**config.mk**
```make
export PLATFORM = sky130hd
export DESIGN_NAME = sram_arbiter_flat
export DESIGN_NICKNAME = d
export VERILOG_FILES = /design/src/rtl/sram_arbiter_if.sv /design/src/rtl/sram_arbiter.sv /design/src/flat_wrapper.sv
export SDC_FILE = /design/constraint.sdc
export NUM_CORES = 1
export LEC_CHECK = 0
export CORE_MARGIN = 8
export CORE_UTILIZATION = 40
export DETAILED_ROUTE_END_ITERATION = 10
export HOLD_SLACK_MARGIN = 0.1
export PLACE_DENSITY = 0.81
export SYNTH_ARGS = -nofsm -noshare
export SYNTH_HDL_FRONTEND = slang
export SYNTH_SLANG_ARGS = --single-unit
```
**constraint.sdc**
```tcl
create_clock -name clk -period 2.12 [get_ports clk]
set_clock_uncertainty 0.05 [all_clocks]
set_input_delay 0.424 -clock clk [delete_from_list [all_inputs] [get_ports clk]]
set_output_delay 0.424 -clock clk [all_outputs]
set_load 0.005 [all_outputs]
```
**src/rtl/sram_arbiter_if.sv**
```systemverilog
// Two-requester req/gnt/ack bus plus the async SRAM pin group, shared by the
// arbiter (slave side) and whatever drives the requests and models the SRAM (master side).
interface sram_arbiter_if #(
    parameter int ADDR_W = 18,
    parameter int DATA_W = 16
);
    logic              m0_req;
    logic              m0_we;
    logic [ADDR_W-1:0] m0_addr;
    logic [DATA_W-1:0] m0_wdata;
    logic              m0_gnt;
    logic              m0_ack;
    logic [DATA_W-1:0] m0_rdata;

    logic              m1_req;
    logic              m1_we;
    logic [ADDR_W-1:0] m1_addr;
    logic [DATA_W-1:0] m1_wdata;
    logic              m1_gnt;
    logic              m1_ack;
    logic [DATA_W-1:0] m1_rdata;

    logic              sram_cs_n;
    logic              sram_rd_n;
    logic              sram_wr_n;
    logic [ADDR_W-1:0] sram_addr;
    logic [DATA_W-1:0] sram_in;
    logic [DATA_W-1:0] sram_out;

    modport slave (
        input  m0_req, m0_we, m0_addr, m0_wdata,
        output m0_gnt, m0_ack, m0_rdata,
        input  m1_req, m1_we, m1_addr, m1_wdata,
        output m1_gnt, m1_ack, m1_rdata,
        output sram_cs_n, sram_rd_n, sram_wr_n, sram_addr, sram_in,
        input  sram_out
    );

    modport master (
        output m0_req, m0_we, m0_addr, m0_wdata,
        input  m0_gnt, m0_ack, m0_rdata,
        output m1_req, m1_we, m1_addr, m1_wdata,
        input  m1_gnt, m1_ack, m1_rdata,
        input  sram_cs_n, sram_rd_n, sram_wr_n, sram_addr, sram_in,
        output sram_out
    );
endinterface

```
**src/rtl/sram_arbiter.sv**
```systemverilog
// Two-port arbiter and strobe sequencer for a single async 16-bit SRAM.
// Define SRAM_ARB_ROUND_ROBIN_EN for round-robin tie-breaking; default is fixed priority (m0 wins).
module sram_arbiter #(
    parameter int WAIT_CYCLES = 2,
    parameter int ADDR_W      = 18,
    parameter int DATA_W      = 16
) (
    input  logic          clk,
    input  logic          rst,
    sram_arbiter_if.slave bus
);
    typedef enum logic [1:0] {IDLE, ACCESS, DONE} state_t;

    localparam logic [3:0] CNT_INIT = 4'(WAIT_CYCLES - 1);

    state_t            state_reg;
    logic [3:0]        cnt_reg;
    logic              owner_reg;
    logic              we_reg;
    logic              last_served_reg;
    logic              cs_n_reg;
    logic              rd_n_reg;
    logic              wr_n_reg;
    logic [ADDR_W-1:0] sram_addr_reg;
    logic [DATA_W-1:0] sram_in_reg;

    logic [1:0]        req_vec;
    logic              grant_valid;
    logic              grant_port;
    logic [1:0]        gnt_vec;
    logic              sel_we;
    logic [ADDR_W-1:0] sel_addr;
    logic [DATA_W-1:0] sel_wdata;
    logic              last_access;
    logic [1:0]        ack_vec;
    logic [DATA_W-1:0] rdata_arr [2];

    assign req_vec     = {bus.m1_req, bus.m0_req};
    assign last_access = (state_reg == ACCESS) && (cnt_reg == 4'd0);

    always_comb begin
        grant_port = 1'b0;
`ifdef SRAM_ARB_ROUND_ROBIN_EN
        if (req_vec == 2'b11)
            grant_port = ~last_served_reg;
        else
            grant_port = req_vec[1];
`else
        grant_port = ~req_vec[0];
`endif
        grant_valid = (state_reg == IDLE) && (req_vec != 2'b00);
    end

    assign sel_we    = grant_port ? bus.m1_we    : bus.m0_we;
    assign sel_addr  = grant_port ? bus.m1_addr  : bus.m0_addr;
    assign sel_wdata = grant_port ? bus.m1_wdata : bus.m0_wdata;

    always_ff @(posedge clk) begin
        if (rst) begin
            state_reg       <= IDLE;
            cnt_reg         <= 4'd0;
            owner_reg       <= 1'b0;
            we_reg          <= 1'b0;
            last_served_reg <= 1'b1;
            cs_n_reg        <= 1'b1;
            rd_n_reg        <= 1'b1;
            wr_n_reg        <= 1'b1;
            sram_addr_reg   <= '0;
            sram_in_reg     <= '0;
        end else begin
            case (state_reg)
                IDLE: begin
                    if (grant_valid) begin
                        owner_reg       <= grant_port;
                        last_served_reg <= grant_port;
                        we_reg          <= sel_we;
                        sram_addr_reg   <= sel_addr;
                        sram_in_reg     <= sel_wdata;
                        cs_n_reg        <= 1'b0;
                        rd_n_reg        <= sel_we;
                        wr_n_reg        <= ~sel_we;
                        cnt_reg         <= CNT_INIT;
                        state_reg       <= ACCESS;
                    end
                end
                ACCESS: begin
                    // Strobes rise together; addr/data stay put through DONE for hold time.
                    if (cnt_reg == 4'd0) begin
                        cs_n_reg  <= 1'b1;
                        rd_n_reg  <= 1'b1;
                        wr_n_reg  <= 1'b1;
                        state_reg <= DONE;
                    end else begin
                        cnt_reg <= cnt_reg - 4'd1;
                    end
                end
                DONE:    state_reg <= IDLE;
                default: state_reg <= IDLE;
            endcase
        end
    end

    generate
        for (genvar gi = 0; gi < 2; gi++) begin : g_port
            logic              ack_reg;
            logic [DATA_W-1:0] rdata_reg;
            logic              mine;

            assign mine = last_access && (owner_reg == 1'(gi));

            always_ff @(posedge clk) begin
                if (rst) begin
                    ack_reg   <= 1'b0;
                    rdata_reg <= '0;
                end else begin
                    ack_reg <= mine;
                    if (mine && !we_reg)
                        rdata_reg <= bus.sram_out;
                end
            end

            assign gnt_vec[gi]   = grant_valid && (grant_port == 1'(gi));
            assign ack_vec[gi]   = ack_reg;
            assign rdata_arr[gi] = rdata_reg;
        end
    endgenerate

    assign bus.m0_gnt   = gnt_vec[0];
    assign bus.m1_gnt   = gnt_vec[1];
    assign bus.m0_ack   = ack_vec[0];
    assign bus.m1_ack   = ack_vec[1];
    assign bus.m0_rdata = rdata_arr[0];
    assign bus.m1_rdata = rdata_arr[1];

    assign bus.sram_cs_n = cs_n_reg;
    assign bus.sram_rd_n = rd_n_reg;
    assign bus.sram_wr_n = wr_n_reg;
    assign bus.sram_addr = sram_addr_reg;
    assign bus.sram_in   = sram_in_reg;
endmodule
```
**src/flat_wrapper.sv**
```systemverilog
// flat-port wrapper written by rule: the top's interface ports become plain ports
module sram_arbiter_flat 
#(
    parameter int WAIT_CYCLES = 2,
    parameter int ADDR_W      = 18,
    parameter int DATA_W      = 16
)
  (clk, rst, bus_m0_req, bus_m0_we, bus_m0_addr, bus_m0_wdata, bus_m0_gnt, bus_m0_ack, bus_m0_rdata, bus_m1_req, bus_m1_we, bus_m1_addr, bus_m1_wdata, bus_m1_gnt, bus_m1_ack, bus_m1_rdata, bus_sram_cs_n, bus_sram_rd_n, bus_sram_wr_n, bus_sram_addr, bus_sram_in, bus_sram_out);
  sram_arbiter_if #(.ADDR_W(ADDR_W), .DATA_W(DATA_W)) bus_i ();
  input  logic clk;
  input  logic rst;
  input wire logic [$bits(bus_i.m0_req)-1:0] bus_m0_req;
  input wire logic [$bits(bus_i.m0_we)-1:0] bus_m0_we;
  input wire logic [$bits(bus_i.m0_addr)-1:0] bus_m0_addr;
  input wire logic [$bits(bus_i.m0_wdata)-1:0] bus_m0_wdata;
  output wire logic [$bits(bus_i.m0_gnt)-1:0] bus_m0_gnt;
  output wire logic [$bits(bus_i.m0_ack)-1:0] bus_m0_ack;
  output wire logic [$bits(bus_i.m0_rdata)-1:0] bus_m0_rdata;
  input wire logic [$bits(bus_i.m1_req)-1:0] bus_m1_req;
  input wire logic [$bits(bus_i.m1_we)-1:0] bus_m1_we;
  input wire logic [$bits(bus_i.m1_addr)-1:0] bus_m1_addr;
  input wire logic [$bits(bus_i.m1_wdata)-1:0] bus_m1_wdata;
  output wire logic [$bits(bus_i.m1_gnt)-1:0] bus_m1_gnt;
  output wire logic [$bits(bus_i.m1_ack)-1:0] bus_m1_ack;
  output wire logic [$bits(bus_i.m1_rdata)-1:0] bus_m1_rdata;
  output wire logic [$bits(bus_i.sram_cs_n)-1:0] bus_sram_cs_n;
  output wire logic [$bits(bus_i.sram_rd_n)-1:0] bus_sram_rd_n;
  output wire logic [$bits(bus_i.sram_wr_n)-1:0] bus_sram_wr_n;
  output wire logic [$bits(bus_i.sram_addr)-1:0] bus_sram_addr;
  output wire logic [$bits(bus_i.sram_in)-1:0] bus_sram_in;
  input wire logic [$bits(bus_i.sram_out)-1:0] bus_sram_out;
  assign bus_i.m0_req = bus_m0_req;
  assign bus_i.m0_we = bus_m0_we;
  assign bus_i.m0_addr = bus_m0_addr;
  assign bus_i.m0_wdata = bus_m0_wdata;
  assign bus_m0_gnt = bus_i.m0_gnt;
  assign bus_m0_ack = bus_i.m0_ack;
  assign bus_m0_rdata = bus_i.m0_rdata;
  assign bus_i.m1_req = bus_m1_req;
  assign bus_i.m1_we = bus_m1_we;
  assign bus_i.m1_addr = bus_m1_addr;
  assign bus_i.m1_wdata = bus_m1_wdata;
  assign bus_m1_gnt = bus_i.m1_gnt;
  assign bus_m1_ack = bus_i.m1_ack;
  assign bus_m1_rdata = bus_i.m1_rdata;
  assign bus_sram_cs_n = bus_i.sram_cs_n;
  assign bus_sram_rd_n = bus_i.sram_rd_n;
  assign bus_sram_wr_n = bus_i.sram_wr_n;
  assign bus_sram_addr = bus_i.sram_addr;
  assign bus_sram_in = bus_i.sram_in;
  assign bus_i.sram_out = bus_sram_out;
  sram_arbiter #(.WAIT_CYCLES(WAIT_CYCLES), .ADDR_W(ADDR_W), .DATA_W(DATA_W)) u_core (.clk(clk), .rst(rst), .bus(bus_i));
endmodule
```
======== Word level (Yosys, flattened, before mapping) ========
Cells that the tools add are included.
word-level totals
  register bits after elaboration ......... 79
  input port bits ......................... 90
  word-level logic and storage cells ...... 54
operators by class
  $add $sub $neg .......................... 1
  equal/unequal tests ..................... 4
  muxes and demuxes ....................... 16
  bitwise operators ....................... 3
  reduce and logical (&&, ||, !) cells .... 17
operators with widths
  kind                   count
  $mux W18               1
  $mux W16               1
  $logic_and A1 B1 Y1    8
  $mux W4                2
  $pmux W4 S2            1
  $pmux W1 S2            3
  $reduce_and A3 Y1      2
  $mux W1                5
  $logic_not A4 Y1       1
  $mux W2                2
  $ne A2 B2 Y1 const B   2
  $pmux W2 S2            1
  $reduce_and A2 Y1      2
  $reduce_bool A2 Y1     2
  $sub A4 B1 Y4 const B  1
  $not A1 Y1             3
  $eq A2 B1 Y1 const B   1
  $logic_not A2 Y1       1
  $ne A2 B1 Y1 const B   1
  $logic_not A1 Y1       1

======== Logic depth before layout (Yosys ltp) ========
  word-level depth ........................ 4
  depth in mapped cells ................... 7
  mapped depth without buffers ............ 5

======== Worst setup path before layout ========
No wires, ideal clock.
  path kind ............................... flip-flop to flip-flop
  start point ............................. register u_core.cnt_reg[0]
  end point ............................... register u_core.g_port[0].rdata_reg[0], in the netlist u_core.bus.m0_rdata[0]
  setup time .............................. 120 ps
  data arrival time ....................... 1789 ps
  required time ........................... 1950 ps
  setup slack ............................. 162 ps
  stages on the path, launching flop included .. 8
  buffers on the path ..................... 2
  clock period less this slack ............ 1958 ps
  cells stage by stage .................... dfxtp_1 inv_1 ha_1 or3b_1 buf_6 or4_4 buf_6 mux2i_1
on the way
  word-level cells in the longest chain between the ends .. 4
RTL lines
  item                    RTL line             RTL
  from (decl)             sram_arbiter.sv:17   logic [3:0] cnt_reg;
  from (signal assigned)  sram_arbiter.sv:94   cnt_reg <= cnt_reg - 4'd1;
  $logic_not A4 Y1        sram_arbiter.sv:39   assign last_access = (state_reg == ACCESS) && (cnt_reg == 4'd0);
  $logic_and A1 B1 Y1     sram_arbiter.sv:39
  $logic_and A1 B1 Y1     sram_arbiter.sv:109  assign mine = last_access && (owner_reg == 1'(gi));
  $logic_and A1 B1 Y1     sram_arbiter.sv:117  if (mine && !we_reg)
  to (signal assigned)    sram_arbiter.sv:118  rdata_reg <= bus.sram_out;
  to (decl)               sram_arbiter.sv:106  logic [DATA_W-1:0] rdata_reg;
Every way passes these cells.
A chain may end at the register's enable or synchronous reset.

======== Worst setup path after layout ========
  start point ............................. register u_core.state_reg[1]
  end point ............................... output bus_m0_gnt
on the way
  word-level cells in the longest chain between the ends .. 3
RTL lines
  item                    RTL line             RTL
  from (decl)             sram_arbiter.sv:16   state_t state_reg;
  from (signal assigned)  sram_arbiter.sv:60   state_reg <= IDLE;
  from (signal assigned)  sram_arbiter.sv:83   state_reg <= ACCESS;
  from (signal assigned)  sram_arbiter.sv:92   state_reg <= DONE;
  $logic_not A2 Y1        sram_arbiter.sv:51   grant_valid = (state_reg == IDLE) && (req_vec != 2'b00);
  $logic_and A1 B1 Y1     sram_arbiter.sv:51
  $logic_and A1 B1 Y1     sram_arbiter.sv:122  assign gnt_vec[gi] = grant_valid && (grant_port == 1'(gi));
  to (decl)               flat_wrapper.sv:16   output wire logic [$bits(bus_i.m0_gnt)-1:0] bus_m0_gnt;
Every way passes these cells.

==> results.toml <==
[worst_setup_path]
crit_required_ns = 1.65
cp-end-kind = "primary output"
startpoint_type = "register"
startpoint = "u_core.state_reg[1]$_SDFFE_PP0P_"
path_class = "register to primary output"
cp_max_fo = 7
regToRegStartpoint = "u_core.cnt_reg[0]$_SDFFE_PP0P_"
worst_ep_arrival_time_ns = 1.56
cp-endpoint = "bus_m0_gnt"
reg2reg_slack_ns = 0.14
ff2ff_path_depth = 5
r2r-end = "u_core.bus.m0_rdata[7]$_SDFFE_PP0P_"

[synth]
synth_edf_count = 0
synth_nets = 438
synth_top_area_share_pct = 49.2
yosys.cell_types.count = 40
synthCells = 346
synth_most_common_cell = "nand2_1"
synth.cell_area_um2 = 3210
synth_area_leaders = "dfxtp_1, nand2_1, mux2i_1, a22o_1, a221o_1"
synthFlopType = "dfxtp_1"
ys_ff_latch = 79
yosysSeqAreaShare_pct = 49.2
yosysWarnings = 0
netlist_top_cells_count = "nand2_1, dfxtp_1, mux2i_1, clkbuf_1, o21ai_0"
avgSynthCellArea_um2 = 9.28
synth_top_area_cell = "dfxtp_1"
async_flop_share_pct = 0

[worst_hold_path]
min_path_type = "register to register"
hold_start = "u_core.bus.m0_rdata[14]$_SDFFE_PP0P_"

[route]
dr_total_vias = 3128
wire_per_inst_um = 17.2
drtIter0Drc = 123
post-route-drc-count = 0
vias_per_cell = 5.07
ant_nets = 0
drt_first_pass_iters = 4
routed_wl_mm = 10.6

[timing]
slew_violations = 0
max_slew_margin_pct = 56.3
clock.fmax_mhz = 493
worstMarginPinSlew_ns = 0.652
hold_viol = 0
period_needed_ns = 2.03
fin_ws_ns = 0.0899
setup-tns-final_ns = 0
rsz0062_at_grt = "false"
timing.final.crit_share_pct = 95.8
finalSetupViolCount = 0

[global_routing]
grtUsageTotal_pct = 18.5
grt_max_degree = 50
antenna_found_initial = 0
grt_pass1_vias = 3179
grt-ovfl-total = 0
grt_first_pass_wirelength_mm = 16.6

[layout]
syn2layout_area_growth_pct = 62.6
final_cell_area_um2 = 5220
num_antenna_cells = 0
register_area_um2 = 1580
num-nets-final = 602
multiInputGateArea_um2 = 1510
nFillCells = 649
drive_gt1_share_pct = 7.96
largest_reg_flops = 18

[die]
dieArea_um2 = 11200
die_h_um = 106
die_w_um = 106
ios = 163
rows = 32
core-area_um2 = 7770
initial_core_util_pct = 41.3

[placement]
dp_hpwl_mm = 8.25
finalWeightedCongestion = 0.835
numPortBuffers = 162
dpl-instance-area_um2 = 5000
pre_cts_ws_ns = -0.243

[status]
run_status = "finished clean"

[cts]
numClockSinks = 79
clockRootBuffer = "clkbuf_8"
clock_latency_ns = 0.34
path_clk_slew_ns = 0.08
clk_path_buf_depth = 2
cts-htree-levels = 3
numCtsBuffers = 9
cts_tree = "yes"

[pwr]
power_density_nw_per_um2 = 724
p_leak_nw = 2.13
ir_worst_vdd_uv = 422

[run]
maxCapViolCount = 0
## report_power, final
group | total [mW] | internal, mW | switching [mW] | leakage [nW]
clock network | 1.18 | 0.619 | 0.559 | 0.111
registers | 1.70 | 1.62 | 0.0849 | 0.646
logic | 0.902 | 0.536 | 0.366 | 1.37
total | 3.78 | 2.77 | 1.01 | 2.13
## placed cells by master, fill, tap and decap left out, types with 2 or more instances in the layout
cell	synthesis	layout
clkdlybuf4s50_1	0	160
nand2_1	88	88
dfxtp_1	79	79
mux2i_1	32	32
o21ai_0	19	19
a22o_1	18	18
buf_4	0	14
and3_1	11	11
a221o_1	11	11
clkbuf_8	0	11
a21oi_1	6	5
a22oi_1	5	5
o2bb2ai_1	5	5
and2_1	4	4
nor4_1	4	4
inv_1	3	3
nor3_1	4	3
nor2b_1	4	3
inv_6	0	3
or2_2	2	2
o31ai_1	2	2
a31oi_1	2	2
ha_1	2	2
dlygate4sd2_1	0	2
buf_12	0	2
## what timing repair did
action / CTS / global route
resized for setup: 4 / 1
gates cloned: 0 / 0
buffers inserted: 1 / 0
hold buffers: 0 / 0
setup endpoints to repair: 2 / 1
## cells by family (layout without fill, tap and decap cells)
group	after synthesis	after routing	synth area share, %
compound gates	76	76	17.7
fa+ha+maj	2	2	0.779
buf+inv	30	199	4.13
flops	79	79	49.2
mux	32	32	9.97
simple gates	127	127	18.2
## final cells by class
cell class,count,area share (%)
tap,102,2.44
inverter,4,0.287
clock buffer,11,2.90
sequential,79,30.3
clock inverter,5,1.17
timing repair buffer,179,34.0
multi-input combinational,237,28.9
## stage by stage
stage / std cells / hold WS, ns / utilization (%) / power [mW]
final: 617 / 0.409 / 67.3 / 3.78
after detailed placement: 600 / 0.394 / 64.3 / 2.63
after global placement: 600 / 0.390 / 64.3 / 2.61
after CTS: 617 / 0.415 / 67.2 / 3.81
after floorplan: 346 / 0.401 / - / 2.09
after global routing: 617 / 0.428 / 67.3 / 3.96
## layer usage
metal | track usage [%] | wire (um) | vias to the layer above
met5 | 0 | 0 | -
met4 | 7.64 | 247 | 0
met3 | 3.96 | 485 | 17
met2 | 33.9 | 5770 | 83
met1 | 20.2 | 4140 | 1467
li1 | - | - | 1561
## critical path, stage by stage, from the launching register on
cell and delay, ns:
dfxtp_1 0.38, nor2_2 0.20, and2_1 0.15, clkdlybuf4s50_1 0.50
## how the worst min path moves through the flow
stage,end,slack (ns),depth (start not counted)
after floorplan,u_core.bus.sram_cs_n$_SDFFE_PP1P_,0.40,1
after global placement,u_core.bus.sram_cs_n$_SDFFE_PP1P_,0.39,1
after detailed placement,u_core.bus.sram_cs_n$_SDFFE_PP1P_,0.39,1
after CTS,u_core.bus.m1_rdata[9]$_SDFFE_PP0P_,0.41,2
after global routing,u_core.bus.m0_rdata[6]$_SDFFE_PP0P_,0.43,2
final,u_core.bus.m0_rdata[14]$_SDFFE_PP0P_,0.41,2
Power figures use the tool's default switching activity.
==> RTL edit, RTL diff (same flow settings) <==
Re-encode `state_t` (3 states) as one-hot, 3 bits wide.
--- a/src/rtl/sram_arbiter.sv
+++ b/src/rtl/sram_arbiter.sv
@@ -9,7 +9,7 @@
     input  logic          rst,
     sram_arbiter_if.slave bus
 );
-    typedef enum logic [1:0] {IDLE, ACCESS, DONE} state_t;
+    typedef enum logic [2:0] {IDLE = 3'b001, ACCESS = 3'b010, DONE = 3'b100} state_t;
 
     localparam logic [3:0] CNT_INIT = 4'(WAIT_CYCLES - 1);
 
Function: same outputs for any inputs over 10 cycles, from zero or initial values and one cycle with rst high; not proved beyond that.
==> RTL edit against the original RTL <==
Synthesized cell count increased by 20%. Power decreased by 1.1%. Combinational power increased by 9.5%. Final cell count increased by 8.8%. Design area increased by 2.8%. Worst setup slack improved by 0.063 ns. Synthesized area increased by 8.7%. Sequential share of layout area decreased by 0.45 points. Global-route usage increased by 1.1 points. Wire length increased by 13%. Utilization decreased by 4.8 points. Sequential cell count increased by 1. Clock power decreased by 9%. Critical path type is now input port to output pin. Critical endpoint is now bus_m1_gnt. Largest cell class unchanged. Highest routed layer unchanged.
==> RTL edit: results (changes against the original RTL) <==
* Leakage at 1.79 nW (-16%)
* NetSw at 0.00118 W (+17%)
* Pwr Density at 696 nW/um^2 (-3.8%)
* Total Routing Usage GR at 0.195 (+0.0105)
* First-pass GRT wire length at 18800 microns (+13%)
* Largest net degree at the start of global routing at 41 (-18%)
* Worst EP arrival at 1.49 ns (-0.07 ns)
* Post-place setup slack at -0.229 ns (+0.0137 ns)
* Met2 Use GR at 0.308 (-0.0311)
* Fin cells at 671 (+8.8%)
* Adder-cell share of the synthesized area at 0.00717 (-0.000623)
* Max reg flops at 18 (unchanged)
* Clock power share at 0.285 (-0.027)
* Xor/xnor share of the synthesized area at 0 (unchanged)
* DRT Wirelength at 12000 microns (+13%)
* WL met2 at 5550 microns (-3.7%)
* Via Count at 3840 (+23%)
* Slack of the worst reg-to-reg path at 0.30 ns (+0.16 ns)
* GR Layer Usage met1 at 0.226 (+0.0247)
* Syn_nets at 508 (+16%)
* Wire length on met1 at 4750 microns (+15%)
* Most common library cells after synthesis: 80 x dfxtp_1, 58 x o21ai_0, 42 x clkbuf_1
* Sequential area share after synthesis at 0.459 (-0.0336)
* Worst hold path type: input port to flip-flop
* Initial drt markers at 173 (+41%)
* Crit path launch: bus_m0_req
* Hold slack at 0.425 ns (+0.0166 ns)
* DP Area at 5190 sq um (+3.9%)
* RePlAce Congestion at 0.818 (-2.0%)
* Worst Hold Path EP: u_core.state_reg[2]
* Fill count at 727 (+12%)
* Vias in the first global route at 3895 (+23%)
* Terminus of the critical flop-to-flop path: u_core.bus.m1_rdata[6]
* # nets final at 650 (+8.0%)
* GR Util met3 at 0.0938 (+0.0542)
* Post-synthesis compound-gate area fraction at 0.241 (+0.0644)
* Area growth, synth to finish at 53.8%
* DP Cell Count at 655 (+9.2%)
* Synth cell types at 41 (+2.5%)
* CP Max Fanout at 3 (-4)
* Layout cells sized above 1 at 0.0764 (-0.00324)
* Post-cts sizing count at 2 (-2)
* HPWL Detailed at 8720 microns (+5.8%)
* Max IR drop VDD at 0.392 mV (-7.2%)
* Met3 wire len at 1520 microns (+210%)
* R2R cell count at 6 (+1)
* Mux share of post-synthesis cell area at 0.00287 (-0.0969)
* Status: completed
* HP Start: rst
* Mean Syn Cell Area at 8.39 sq um (-9.6%)
* Sequential Power Share at 0.451 (about the same)
* Largest cells by area after synthesis: dfxtp_1 46%, nand4b_1 8.5%, o21ai_0 8.3%, a31oi_1 6.5%, a21oi_1 5.2%
* Post-CTS Setup Repair Bufs at 0 (-1)
* Rel. slew slack at 0.539 (-0.0238)
-- RTL edit: changes by cell type in the layout (fill, tap and decap cells not counted), moves of 11 or more --
cell / unedited run / this run
nand4b_1: 1 / 34
a221o_1: 11 / 0
a21oi_1: 5 / 36
mux2i_1: 32 / 1
nand2_1: 88 / 36
nand3_1: 1 / 33
a22o_1: 18 / 1
o21ai_0: 19 / 58
a31oi_1: 2 / 36
-- RTL edit: worst max path at each step --
stage,to,slack (ns)
6_report,bus_m1_gnt,0.15
5_1_grt,bus_m1_gnt,0.01
4_1_cts,bus_m0_gnt,0.03
3_5_place_dp,bus_m0_gnt,-0.23
3_3_place_gp,bus_m0_gnt,-0.23
2_1_floorplan,u_core.bus.m0_rdata[11],0.45
-- RTL edit: layout make-up --
type                       count  area share
clock buffer                   9      0.0231
clock inverter                 7      0.0112
inverter                       4     0.00280
multi-input combinational    285       0.317
sequential                    80       0.298
tap                          108      0.0252
timing repair buffer         178       0.322
